File: config.mk
export PLATFORM = sky130hd
export DESIGN_NAME = lock_sequencer
export DESIGN_NICKNAME = d
export VERILOG_FILES = /design/src/rtl/lock_sequencer_pkg.sv /design/src/rtl/lock_timer.sv /design/src/rtl/lock_sequencer.sv
export SDC_FILE = /design/constraint.sdc
export NUM_CORES = 1
export LEC_CHECK = 0
export BUFFER_PORTS_ARGS = -buffer_cell sky130_fd_sc_hd__buf_4
export CAP_MARGIN = 25
export CELL_PAD_IN_SITES_DETAIL_PLACEMENT = 1
export CELL_PAD_IN_SITES_GLOBAL_PLACEMENT = 1
export CORE_MARGIN = 2
export CORE_UTILIZATION = 51
export CTS_CLUSTER_SIZE = 16
export DETAILED_ROUTE_END_ITERATION = 6
export PLACE_DENSITY_LB_ADDON = 0.25
export SLEW_MARGIN = 10
export SYNTH_ARGS = -nofsm -noshare
export SYNTH_HDL_FRONTEND = slang
export SYNTH_HIERARCHICAL = 1
export SYNTH_SLANG_ARGS = --single-unit
File: constraint.sdc
create_clock -name hwclk -period 10.8 [get_ports hwclk]
set_input_delay 0.54 -clock hwclk [delete_from_list [all_inputs] [get_ports hwclk]]
set_output_delay 0.54 -clock hwclk [all_outputs]
set_load 0.02 [all_outputs]
File: src/rtl/lock_sequencer_pkg.sv
// Shared constants for the lock sequencer and the code checker: state encodings,
// keypad codes, checker compare types and the per-state control decode.
package lock_sequencer_pkg;

    typedef enum logic [3:0] {
        S_LOCKED      = 4'd0,
        S_CHECK_UC    = 4'd1,
        S_UNLOCKED    = 4'd2,
        S_NEW_UC      = 4'd3,
        S_CONFIRM_UC  = 4'd4,
        S_CHECK_MATCH = 4'd5,
        S_COMMIT      = 4'd6,
        S_LOCKOUT     = 4'd7,
        S_CHECK_PC    = 4'd8
    } state_t;

    localparam logic [3:0] KEY_CLEAR = 4'd7;
    localparam logic [3:0] KEY_ENTER = 4'd8;
    localparam logic [3:0] KEY_PROG  = 4'd9;

    localparam logic [1:0] CT_COMPAREPC = 2'b00;
    localparam logic [1:0] CT_COMPAREUC = 2'b01;
    localparam logic [1:0] CT_MATCHUC   = 2'b10;
    localparam logic [1:0] CT_STOREUC   = 2'b11;

    typedef struct packed {
        logic [1:0] compare_type;
        logic       read_input;
        logic       store;
        logic       unlocked;
        logic       lockout;
    } ctrl_t;

    // Checker controls and indicators that hold for the whole time spent in a state.
    function automatic ctrl_t decode_ctrl(state_t s);
        ctrl_t c;
        c = '{compare_type: CT_COMPAREUC, read_input: 1'b0, store: 1'b0,
              unlocked: 1'b0, lockout: 1'b0};
        case (s)
            S_LOCKED:      c.read_input = 1'b1;
            S_CHECK_UC:    c.compare_type = CT_COMPAREUC;
            S_UNLOCKED:    c.unlocked = 1'b1;
            S_NEW_UC:      begin c.compare_type = CT_STOREUC; c.read_input = 1'b1; c.unlocked = 1'b1; end
            S_CONFIRM_UC:  begin c.compare_type = CT_MATCHUC; c.read_input = 1'b1; c.unlocked = 1'b1; end
            S_CHECK_MATCH: begin c.compare_type = CT_MATCHUC; c.unlocked = 1'b1; end
            S_COMMIT:      begin c.compare_type = CT_STOREUC; c.store = 1'b1; c.unlocked = 1'b1; end
            S_LOCKOUT:     begin c.compare_type = CT_COMPAREPC; c.read_input = 1'b1; c.lockout = 1'b1; end
            S_CHECK_PC:    begin c.compare_type = CT_COMPAREPC; c.lockout = 1'b1; end
            default:       c.read_input = 1'b1;
        endcase
        return c;
    endfunction

endpackage

File: src/rtl/lock_timer.sv
// Saturating cycle counter with synchronous clear; done flags the last cycle of a
// LIMIT-cycle interval so the owner can leave on that edge.
module lock_timer #(
    parameter int unsigned LIMIT = 8
) (
    input  logic hwclk,
    input  logic reset,
    input  logic clear,
    input  logic en,
    output logic done
);

    localparam int W = $clog2(LIMIT + 1);

    logic [W-1:0] count_q, count_d;

    assign done = en && (count_q == W'(LIMIT - 1));

    always_comb begin
        count_d = count_q;
        if (clear)
            count_d = '0;
        else if (en && !done)
            count_d = count_q + W'(1);
    end

    always_ff @(posedge hwclk) begin
        if (reset)
            count_q <= '0;
        else
            count_q <= count_d;
    end

endmodule

File: src/rtl/lock_sequencer.sv
// Digital lock sequencer: drives the code checker, runs unlock, user-code change,
// retry counting, lockout and master-code recovery. All outputs are registered.
module lock_sequencer #(
    parameter int unsigned MAX_TRIES      = 3,
    parameter int unsigned VERDICT_CYCLES = 1200,
    parameter int unsigned UNLOCK_CYCLES  = 60000000,
    parameter int unsigned LOCKOUT_CYCLES = 120000000,
    parameter int unsigned STORE_CYCLES   = 4
) (
    input  logic       hwclk,
    input  logic       reset,
    input  logic       btn_press,
    input  logic [3:0] button,
    input  logic       dataready,
    input  logic       correct,
    output logic [1:0] compare_type,
    output logic       read_input,
    output logic       store,
    output logic       unlocked,
    output logic       lockout,
    output logic       input_wrong,
    output logic [3:0] state_dbg
);

    import lock_sequencer_pkg::*;

    localparam int TW = $clog2(MAX_TRIES + 1);

    state_t        state_q, state_d;
    logic [TW-1:0] tries_q, tries_d;
    logic          wrong_q, wrong_d;
    ctrl_t         ctrl_q, ctrl_d;

    logic key_enter, key_prog, verdict_ok, in_check, entry, idle_kick;
    logic verdict_done, idle_done, lockout_done, store_done;

    assign key_enter  = btn_press && (button == KEY_ENTER);
    assign key_prog   = btn_press && (button == KEY_PROG);
    assign verdict_ok = dataready && correct;
    assign in_check   = (state_q == S_CHECK_UC) || (state_q == S_CHECK_MATCH) || (state_q == S_CHECK_PC);
    assign entry      = (state_d != state_q);
    assign idle_kick  = (state_q == S_UNLOCKED) && btn_press;

    // One verdict timer serves all three CHECK_* states; entry clears it.
    lock_timer #(.LIMIT(VERDICT_CYCLES)) u_verdict_timer (
        .hwclk(hwclk), .reset(reset), .clear(entry),
        .en(in_check), .done(verdict_done));

    lock_timer #(.LIMIT(UNLOCK_CYCLES)) u_idle_timer (
        .hwclk(hwclk), .reset(reset), .clear(entry || idle_kick),
        .en(state_q == S_UNLOCKED), .done(idle_done));

    lock_timer #(.LIMIT(LOCKOUT_CYCLES)) u_lockout_timer (
        .hwclk(hwclk), .reset(reset), .clear(entry),
        .en(state_q == S_LOCKOUT), .done(lockout_done));

    lock_timer #(.LIMIT(STORE_CYCLES)) u_store_timer (
        .hwclk(hwclk), .reset(reset), .clear(entry),
        .en(state_q == S_COMMIT), .done(store_done));

    always_ff @(posedge hwclk) begin
        if (reset) begin
            state_q <= S_LOCKED;
            tries_q <= '0;
            wrong_q <= 1'b0;
            ctrl_q  <= decode_ctrl(S_LOCKED);
        end else begin
            state_q <= state_d;
            tries_q <= tries_d;
            wrong_q <= wrong_d;
            ctrl_q  <= ctrl_d;
        end
    end

    // A verdict is tested before the timeout, so a success on the last cycle wins.
    always_comb begin
        state_d = state_q;
        tries_d = tries_q;
        wrong_d = 1'b0;
        case (state_q)
            S_LOCKED:
                if (key_enter) state_d = S_CHECK_UC;
            S_CHECK_UC:
                if (verdict_ok) begin
                    state_d = S_UNLOCKED;
                    tries_d = '0;
                end else if (verdict_done) begin
                    wrong_d = 1'b1;
                    if (tries_q >= TW'(MAX_TRIES - 1)) begin
                        state_d = S_LOCKOUT;
                        tries_d = TW'(MAX_TRIES);
                    end else begin
                        state_d = S_LOCKED;
                        tries_d = tries_q + TW'(1);
                    end
                end
            S_UNLOCKED:
                if (key_prog)
                    state_d = S_NEW_UC;
                else if (!btn_press && idle_done)
                    state_d = S_LOCKED;
            S_NEW_UC:
                if (key_enter) state_d = S_CONFIRM_UC;
            S_CONFIRM_UC:
                if (key_enter) state_d = S_CHECK_MATCH;
            S_CHECK_MATCH:
                if (verdict_ok) begin
                    state_d = S_COMMIT;
                end else if (verdict_done) begin
                    wrong_d = 1'b1;
                    state_d = S_UNLOCKED;
                end
            S_COMMIT:
                if (store_done) state_d = S_LOCKED;
            S_LOCKOUT:
                if (lockout_done) begin
                    state_d = S_LOCKED;
                    tries_d = '0;
                end else if (key_enter) begin
                    state_d = S_CHECK_PC;
                end
            S_CHECK_PC:
                if (verdict_ok) begin
                    state_d = S_LOCKED;
                    tries_d = '0;
                end else if (verdict_done) begin
                    wrong_d = 1'b1;
                    state_d = S_LOCKOUT;
                end
            default:
                state_d = S_LOCKED;
        endcase
    end

    always_comb begin
        ctrl_d = decode_ctrl(state_d);
    end

    assign compare_type = ctrl_q.compare_type;
    assign read_input   = ctrl_q.read_input;
    assign store        = ctrl_q.store;
    assign unlocked     = ctrl_q.unlocked;
    assign lockout      = ctrl_q.lockout;
    assign input_wrong  = wrong_q;
    assign state_dbg    = state_q;

endmodule

==> flow_summary_export.csv, run 1 <==
group,metric,value,unit
pwr,p_clk_share,43.3,%
final_layout,fin_util,57.2,%
drt,wl_per_cell,17.6,microns
pwr,sw_frac_of_total,22.1,%
placed_design,placedCellCount,612,
critical_path,rrSetupSlack,6.10,ns
critical_path,start_kind,"flip-flop",
drt,num_vias,3860,
clock_tree,post_cts_resized,0,
placed_design,dpl.hpwl,7.36,mm
critical_path,path_buf_inv,2,
final_layout,synthToLayoutAreaGrowth,8.39,%
sta,period_share,43.5,%
sta,final.min_clock_period,4.70,ns
critical_path,crit_path_top_delay_cell,"dfxtp_1",
grt,grt_max_degree,26,
critical_path,critPathArrivalTime,5.00,ns
die,start_util,52.8,%
pwr,finalPower,560,uW
sta,tightestPinTransition,0.872,ns
synth,syn_area,0.00436,sq mm
sta,final-setup-viol-count,0,
critical_path,path_cells,"nand2b_1, a21oi_1, inv_1, nor2_1, nand3_1, o2111ai_2, xnor2_1, o21ai_0, buf_4, or2_2, or4_1, nand2_1",
synth,syn_avg_cell_area,8.59,sq um
placed_design,dp_slack,6.31,ns
critical_path,cp-startpoint,"state_dbg[0]$_SDFF_PP0_",
synth,synth_cell_type_count,84,
clock_tree,clk_path_buf_depth,2,
drt,wl,11.0,mm
die,die_area,0.00930,sq mm
pwr,pwr_density_cell,118,mW/mm^2
synth,yosysTopAreaCell,"dfxtp_1",
critical_path,crit_required,11.10,ns
die,fp.dieW,96.4,microns
die,ioPinCount,20,
drt,drc,0,
synth,syn_inst,507,
final_layout,fin_nets,532,
grt,overflow,0,
clock_tree,tritoncts,"built",
pwr,comb_power_share,3.8,%
sta,setup_tns,0,ns
placed_design,place.gp.congestion,0.840,
critical_path,critical_path.endpoint_type,"flip-flop",
sta,maxSlewHeadroom,41.7,%
grt,grt_pass1_wl,18.0,mm
critical_path,cp_top_family,"simple AND/OR/NAND/NOR gates",
grt,grt_use_total,24.7,%
synth,yosys_register_bits,80,
critical_path,reg2reg_depth,12,
synth,synth_enable_flop_cells,0,
sta,finalMaxSlewViolations,0,
sta,fmax,0.213,GHz
clock_tree,htree_levels,3,
pwr,p_seq_share,52.9,%
pwr,leakagePower,0.00156,uW
drt,vias_per_cell,6.17,
final_layout,antennaDiodeCount,0,
synth,synthFlopType,"dfxtp_1",
clock_tree,cts.sinks,80,
synth,synth.top_cell.area_share,36.8,%
clock_tree,path_clk_slew,0.08,ns
clock_tree,cts_hold_buf,0,
die,coreArea,0.00826,sq mm
final_layout,final_cells,626,
grt,grt_pass1_vias,3780,
critical_path,criticalPathCategory,"reg2reg",
critical_path,endpoint,"u_lockout_timer/count_q[2]$_SDFFE_PP0P_",
placed_design,io_buffers,19,
die,dieHeight,96.4,microns
grt,antenna_found_initial,0,
critical_path,reg2reg_to,"u_lockout_timer/count_q[2]$_SDFFE_PP0P_",
critical_path,cp_max_fo,25,
worst_hold_path,hp-class,"reg2reg",
synth,synth_area_leaders,"dfxtp_1, xnor2_1, nor2_1",
clock_tree,post-cts-setup-buffer-count,0,
drt,drtPass1Iterations,4,
clock_tree,insertion_delay,0.36,ns
synth,ys_seq_area_share,36.8,%
synth,synth_nets,521,
drt,drtIter0Drc,166,
synth,yosys_warnings,6,
critical_path,crit_cells,12,
pwr,p_int,436,uW
run_status,status,"finished, final reports clean",
sta,worst_slack,6.10,ns
critical_path,worstReg2RegStart,"state_dbg[0]$_SDFF_PP0_",
pwr,vdd_drop_max,0.0680,mV
clock_tree,cts_root_buf,"clkbuf_8",
synth,ys_async_sr_fraction,0,%
job,cap_violations,0,
pwr,power.switching,124,uW
synth,synthTopCellsByCount,"dfxtp_1, nor2_1, nand2_1, a21oi_1, nand3_1",
final_layout,drive_above_1_share,12.7,%
sta,fin_worst_skew,0.0122,ns
sta,hold_viol,0,
critical_path,cp_slowest_stage_delay,0.73,ns
drt,ant_nets,0,
die,row_count,33,
sta,rsz0062_at_grt,"no",
clock_tree,cts_buffers,9,
synth,synth_most_common_cell,"dfxtp_1",
==> final cells by class <==
type / instances / area (sq um)
inverters: 14 / 52.6
fillers: 1010 / 3540
well taps: 105 / 131
flip-flops and latches: 80 / 1600
clock inverters: 3 / 67.6
multi-input cells: 393 / 2580
clock buffers: 11 / 141
repair buffers: 20 / 150
==> per-stage QoR <==
| step | area (sq um) | hold WS (ns) |
|---|---|---|
| 6_report | 4720 | 0.488 |
| 5_1_grt | 4720 | 0.512 |
| 4_1_cts | 4720 | 0.490 |
| 3_5_place_dp | 4510 | 0.479 |
| 3_3_place_gp | 4510 | 0.461 |
| 2_1_floorplan | 4360 | 0.446 |
==> placed cells by master (no fill, tap or decap), types with 12 or more instances in the layout <==
cell	instances
dfxtp_1	80
nor2_1	53
nand2_1	41
a21oi_1	31
nand3_1	24
xnor2_1	23
buf_4	20
nor4_1	15
inv_1	14
or3_1	13
nor3_1	12
==> power groups by stage <==
stage | registers, uW | clock network [uW] | logic (uW)
after floorplan | 303 | 0 | 13.9
after global placement | 303 | 0 | 20.1
after detailed placement | 303 | 0 | 20.7
after CTS | 296 | 247 | 21.1
after global routing | 296 | 257 | 23.0
final | 296 | 242 | 21.1
==> flip-flops by register name, summed over array words and instances, names as in the netlist <==
signal / count
compare_type: 2
u_idle_timer/count_q: 26
input_wrong: 1
state_dbg: 4
read_input: 1
unlocked: 1
u_lockout_timer/count_q: 27
tries_q: 2
u_verdict_timer/count_q: 11
u_store_timer/count_q: 3
store: 1
lockout: 1
==> how the worst min path moves through the flow <==
stage,startpoint,to,depth (start not counted)
final,u_verdict_timer/count_q[10]$_SDFFE_PP0P_,u_verdict_timer/count_q[10]$_SDFFE_PP0P_,2
after global routing,u_verdict_timer/count_q[10]$_SDFFE_PP0P_,u_verdict_timer/count_q[10]$_SDFFE_PP0P_,2
after CTS,u_verdict_timer/count_q[10]$_SDFFE_PP0P_,u_verdict_timer/count_q[10]$_SDFFE_PP0P_,2
after detailed placement,u_verdict_timer/count_q[10]$_SDFFE_PP0P_,u_verdict_timer/count_q[10]$_SDFFE_PP0P_,2
after global placement,u_verdict_timer/count_q[10]$_SDFFE_PP0P_,u_verdict_timer/count_q[10]$_SDFFE_PP0P_,2
after floorplan,u_verdict_timer/count_q[10]$_SDFFE_PP0P_,u_verdict_timer/count_q[10]$_SDFFE_PP0P_,2
==> cells by family after synthesis <==
family	after synthesis	synth area share [%]
AO/OA/AOI/OAI	99	16.1
XOR/XNOR	33	6.63
adder cells (fa/ha/maj)	5	1.44
buffers and inverters	34	4.08
flip-flops	80	36.8
multiplexers	4	0.919
AND/OR/NAND/NOR	252	34.1
==> worst reg2reg max path, stage by stage (launching register included) <==
cell and delay [ns]:
dfxtp_1 0.73, nand2b_1 0.24, a21oi_1 0.61, inv_1 0.19
nor2_1 0.58, nand3_1 0.19, o2111ai_2 0.41, xnor2_1 0.20
o21ai_0 0.17, buf_4 0.20, or2_2 0.50, or4_1 0.54
nand2_1 0.09
==> routing by layer <==
| layer | wire [microns] | GRT usage, % |
|---|---|---|
| met4 | 131 | 7.28 |
| met5 | 0 | 0 |
| met3 | 332 | 4.89 |
| met2 | 5370 | 42.1 |
| met1 | 5170 | 31.6 |
(Power assumes the default switching activity.)
==> run 2, diff against run 1 <==
- ABC_AREA: unset -> 1
- CORE_UTILIZATION: 51 -> 40
- clock period: 10.8 -> 4.1 ns (I/O delays scaled with it)
==> run 2 against run 1 <==
Net effect:
- via count rose by 42%
- cell count up 72%
- critical path depth grew 8
- critical path type unchanged
- non-clock buffer count up 8
- clock-buffer cell count down 1
- maximum frequency up 27%
- flip-flop and latch count did not move
==> flow_summary_export.csv, run 2 <==
group,metric,value,unit
synth,syn_area,0.00553,sq mm
clock_tree,cts_root_buf,"clkbuf_16",
final_layout,antennaDiodeCount,0,
synth,synthSimpleGateAreaFrac,46.2,%
critical_path,criticalPathCategory,"reg2reg",
drt,drtIter0Drc,275,
synth,synth_cell_type_count,38,
die,fp.dieW,122,microns
die,row_count,42,
synth,synth_top_family_by_area,"simple AND/OR/NAND/NOR gates",
clock_tree,clk_path_buf_depth,2,
sta,hold_viol,0,
critical_path,start_kind,"flip-flop",
synth,yosysTopAreaCell,"dfxtp_1",
clock_tree,path_clk_slew,0.07,ns
pwr,pwr_density_cell,290,mW/mm^2
placed_design,io_buffers,19,
critical_path,critical_path.endpoint_type,"flip-flop",
grt,top_usage_layer,"met2",
pwr,sw_frac_of_total,21.6,%
clock_tree,tritoncts,"built",
sta,worst_slack,0.408,ns
synth,synthAdderAreaFrac,1.13,%
die,ioPinCount,20,
die,die_area,0.0148,sq mm
drt,ant_nets,0,
synth,syn_inst,871,
final_layout,synthToLayoutAreaGrowth,12.1,%
sta,period_share,90.0,%
grt,grt_use_total,23.4,%
drt,wl_per_cell,15.1,microns
grt,grt_pass1_wl,27.8,mm
drt,vias_per_cell,5.11,
drt,num_vias,5496,
critical_path,crit_required,4.37,ns
sta,finalMaxSlewViolations,0,
critical_path,cp_max_fo,24,
placed_design,dp_slack,0.229,ns
die,dieHeight,122,microns
synth,synth_area_leaders,"dfxtp_1, nand2_1, nor2_1",
grt,gr-usage-met1,29.0,%
grt,grtUsageMet3,4.03,%
sta,fin_worst_skew,0.00640,ns
sta,hold_slack,0.173,ns
clock_tree,insertion_delay,0.35,ns
synth,synthTopCellsByCount,"nand2_1, nor2_1, inv_1, dfxtp_1, nand3_1",
synth,synth.top_cell.area_share,29.0,%
final_layout,largest_reg_flops,27,
die,coreArea,0.0133,sq mm
sta,final.min_clock_period,3.69,ns
final_layout,final_common_cell,"nand2_1",
critical_path,critPathArrivalTime,3.96,ns
synth,ys_seq_area_share,29.0,%
synth,synth_nets,885,
placed_design,post_dp_cell_area,0.00583,sq mm
synth,yosys_warnings,6,
grt,overflow,0,
grt,antenna_found_initial,0,
synth,yosys_register_bits,80,
die,start_util,41.4,%
synth,synth_most_common_cell,"nand2_1",
synth,synthXorXnorAreaFrac,4.75,%
drt,wl,16.3,mm
job,cap_violations,0,
clock_tree,cts.sinks,80,
grt,grt_pass1_vias,5770,
placed_design,dpl.hpwl,12.4,mm
final_layout,top_register,"u_lockout_timer/count_q",
clock_tree,cts_buffers,9,
pwr,p_clk_share,53.6,%
pwr,comb_power_share,3.1,%
pwr,vdd_drop_max,0.217,mV
pwr,power.switching,389,uW
final_layout,fin_area,0.00620,sq mm
sta,tightestPinTransition,0.680,ns
synth,synth_compound_area_share,10.3,%
synth,syn_avg_cell_area,6.35,sq um
final_layout,fin_nets,908,
sta,final-setup-viol-count,0,
synth,synth_enable_flop_cells,0,
sta,setup_tns,0,ns
synth,ys_async_sr_fraction,0,%
drt,drc,0,
sta,rsz0062_at_grt,"no",
grt,grt_max_degree,25,
synth,synthMuxAreaShare,0,%
drt,drtPass1Iterations,4,
final_layout,most-common-layout-cells,"nand2_1, nor2_1, inv_1",
grt,use_met2,42.4,%
final_layout,drive_above_1_share,16.8,%
worst_hold_path,hp-class,"in2reg",
synth,synthFlopType,"dfxtp_1",
pwr,p_seq_share,43.3,%
run_status,status,"finished, final reports clean",
pwr,leakagePower,0.00230,uW
clock_tree,cts_hold_buf,0,
pwr,p_int,1410,uW
sta,maxSlewHeadroom,54.7,%
clock_tree,htree_levels,3,
placed_design,place.gp.congestion,0.905,
sta,fmax,0.271,GHz
final_layout,top_regs,"u_lockout_timer/count_q (27), u_idle_timer/count_q (26), u_verdict_timer/count_q (11)",
run 2: layer usage:
layer	part of all wire, %	vias to the layer above	wire [microns]
li1	-	2785	-
met1	46	2632	7510
met2	50	65	8110
met3	2.9	14	471
met4	1.1	0	185
met5	0	-	0
run 2: repair_timing:
item,4_1_cts,5_1_grt
buffers inserted,0,0
endpoints found under the setup margin,0,61
resized for setup,0,2
run 2: final cells by class:
type	count	area (sq um)
timing repair buffer	28	230
sequential	80	1600
tap	176	220
clock inverter	6	115
fill	1810	7150
multi-input combinational	684	3450
inverter	91	343
clock buffer	10	239
run 2: critical path, stage by stage (launching register included):
cell and delay [ns]:
dfxtp_1 0.44, nor2_1 0.35, nand2_1 0.18, inv_1 0.09, a21oi_1 0.05, inv_1 0.32
inv_1 0.10, nor2_2 0.29, inv_1 0.13, a21oi_1 0.15, nor2_1 0.05, nor2_1 0.18
nand3_2 0.17, nand2_1 0.09, nand2_1 0.05, nor2_1 0.18, nand3_1 0.11, nor2_1 0.21
inv_1 0.07, buf_4 0.26, a21oi_2 0.16
run 2: final timing paths:
path	end	cells past startpoint	slack [ns]	startpoint
worst max-delay path	u_idle_timer/count_q[5]$_SDFFE_PP0P_	20	0.41	state_dbg[0]$_SDFF_PP0_
worst min-delay path	state_dbg[0]$_SDFF_PP0_	2	0.17	reset
worst max register to register	u_idle_timer/count_q[5]$_SDFFE_PP0P_	20	0.41	state_dbg[0]$_SDFF_PP0_
worst min register to register	u_store_timer/count_q[2]$_SDFFE_PP0P_	2	0.49	u_store_timer/count_q[2]$_SDFFE_PP0P_
run 2: cells by family after synthesis:
group,after synthesis
fa+ha+maj,5
flops,80
compound gates,79
simple gates,570
xor+xnor,30
buf+inv,107
run 2: stage by stage:
stage          instances  util (%)  power, uW
6_report            1075      46.4       1800
5_1_grt             1075      46.4       1850
4_1_cts             1074      46.3       1820
3_5_place_dp        1058      43.6        852
3_3_place_gp        1058      43.6        850
2_1_floorplan        871         -        827
run 2: power by group through the flow:
stage / Clock [uW] / Sequential (uW) / Combinational [uW]
floorplan: 0 / 796 / 31.7
global placement: 0 / 796 / 54.8
detailed placement: 0 / 796 / 56.0
CTS: 985 / 778 / 56.2
global route: 1010 / 778 / 62.3
finish: 964 / 778 / 56.3
==> run 3, diff against run 2 <==
- RECOVER_POWER: unset -> 50
==> run 3 against run 2 <==
Net effect:
- sequential share of layout area grew 0.31 points
- via count is essentially flat
- total power shrank 0.18%
- flip-flop and latch count is the same
- worst hold slack gained 0.0018 ns
- clock-buffer cell count is the same
- clock skew is essentially flat
- core utilization shrank 0.54 points
- final area shrank 1.2%
- die area is the same
- sequential power is essentially flat
==> flow_summary_export.csv, run 3 (same netlist as run 2, synthesis figures left out) <==
group,metric,value,unit
run_status,status,"finished, final reports clean",
sta,setup_tns,0,ns
final_layout,synthToLayoutAreaGrowth,10.8,%
worst_hold_path,hold-path-cell-count,2,
pwr,pwr_density_cell,293,mW/mm^2
final_layout,fin_util,45.9,%
critical_path,crit_required,4.38,ns
clock_tree,cts_buffers,9,
die,die_area,0.0148,sq mm
final_layout,largest_reg_flops,27,
grt,grt_use_total,23.4,%
sta,fin_worst_skew,0.00630,ns
drt,num_vias,5498,
die,fp.dieW,122,microns
sta,rsz0062_at_grt,"no",
sta,hold_viol,0,
clock_tree,insertion_delay,0.35,ns
sta,tightestPinTransition,0.668,ns
sta,finalMaxSlewViolations,0,
grt,grt_pass1_wl,27.8,mm
clock_tree,cts.sinks,80,
critical_path,cp-startpoint,"state_dbg[0]$_SDFF_PP0_",
grt,overflow,0,
critical_path,criticalPathCategory,"reg2reg",
clock_tree,post-cts-setup-buffer-count,0,
die,row_count,42,
worst_hold_path,hp-class,"in2reg",
final_layout,top_regs,"u_lockout_timer/count_q (27), u_idle_timer/count_q (26), u_verdict_timer/count_q (11)",
placed_design,place.gp.congestion,0.905,
clock_tree,tritoncts,"built",
sta,final.min_clock_period,3.68,ns
critical_path,cp_max_fo,24,
job,cap_violations,0,
pwr,leakagePower,0.00225,uW
critical_path,reg2reg_depth,20,
drt,wl,16.3,mm
grt,grt_pass1_vias,5770,
grt,antenna_found_initial,0,
critical_path,critical_path.endpoint_type,"flip-flop",
final_layout,antennaDiodeCount,0,
final_layout,drive_above_1_share,14.8,%
placed_design,dpl.hpwl,12.4,mm
clock_tree,htree_levels,3,
final_layout,most-common-layout-cells,"nand2_1, nor2_1, inv_1",
drt,drc,0,
clock_tree,clk_path_buf_depth,2,
drt,drtPass1Iterations,4,
clock_tree,cts_hold_buf,0,
final_layout,top_register,"u_lockout_timer/count_q",
worst_hold_path,hold_start,"reset",
die,start_util,41.4,%
drt,ant_nets,0,
grt,grt_max_degree,25,
final_layout,fin_nets,908,
drt,drtIter0Drc,243,
placed_design,io_buffers,19,
final_layout,final_common_cell,"nand2_1",
sta,final-setup-viol-count,0,
pwr,vdd_drop_max,0.217,mV
critical_path,worstReg2RegStart,"state_dbg[0]$_SDFF_PP0_",
die,dieHeight,122,microns
sta,fmax,0.272,GHz
sta,maxSlewHeadroom,55.4,%
sta,period_share,89.8,%
drt,vias_per_cell,5.11,
die,coreArea,0.0133,sq mm
critical_path,start_kind,"flip-flop",
drt,wl_per_cell,15.2,microns
critical_path,critPathArrivalTime,3.96,ns
die,ioPinCount,20,
clock_tree,path_clk_slew,0.06,ns
clock_tree,cts_root_buf,"clkbuf_16",
==> run 3: path summary, 6_finish.rpt <==
path	end	slack [ns]
worst max-delay path	u_idle_timer/count_q[5]$_SDFFE_PP0P_	0.42
worst min-delay path	state_dbg[0]$_SDFF_PP0_	0.17
worst min register to register	u_store_timer/count_q[2]$_SDFFE_PP0P_	0.49
worst max register to register	u_idle_timer/count_q[5]$_SDFFE_PP0P_	0.42
==> run 3: critical path, cell delays in order (launching register included) <==
cell     delay, ns
dfxtp_1       0.44
nor2_1        0.35
nand2_1       0.18
inv_1         0.09
a21oi_1       0.05
inv_1         0.32
inv_1         0.10
nor2_2        0.28
inv_1         0.13
a21oi_1       0.15
nor2_1        0.05
nor2_1        0.18
nand3_2       0.17
nand2_1       0.09
nand2_1       0.05
nor2_1        0.17
nand3_1       0.11
nor2_1        0.20
inv_1         0.06
buf_4         0.26
a21oi_2       0.16
==> run 3: final cells by class <==
cell class,instances,area [sq um]
fillers,1822,7220
flip-flops and latches,80,1600
clock inverters,6,115
inverters,91,343
multi-input cells,684,3430
clock buffers,10,239
repair buffers,28,176
well taps,176,220
==> run 3: report_power, final <==
part           internal (uW)  switching, uW
clock network            615            348
logic                   15.1           38.5
registers                777          0.727
==> run 3: through the flow <==
step	hold WS [ns]	cell area, sq um	setup WS (ns)	std cells	power (uW)
final	0.174	6130	0.419	1075	1790
after global routing	0.189	6130	0.0209	1075	1850
after CTS	0.156	6180	0.197	1074	1820
after detailed placement	0.483	5830	0.229	1058	852
after global placement	0.461	5830	0.489	1058	850
after floorplan	0.283	5530	0.831	871	827
==> run 3: what timing repair did <==
item,in CTS,in global routing
resized for setup,0,2
endpoints found under the setup margin,0,61
endpoints found under the hold margin,0,0
==> run 3: metal layers <==
layer	track usage (%)	vias up	wire (microns)
met5	0	-	0
met4	5.10	0	186
met3	4.03	16	531
met2	42.4	58	8110
met1	29.0	2642	7460
li1	-	2782	-
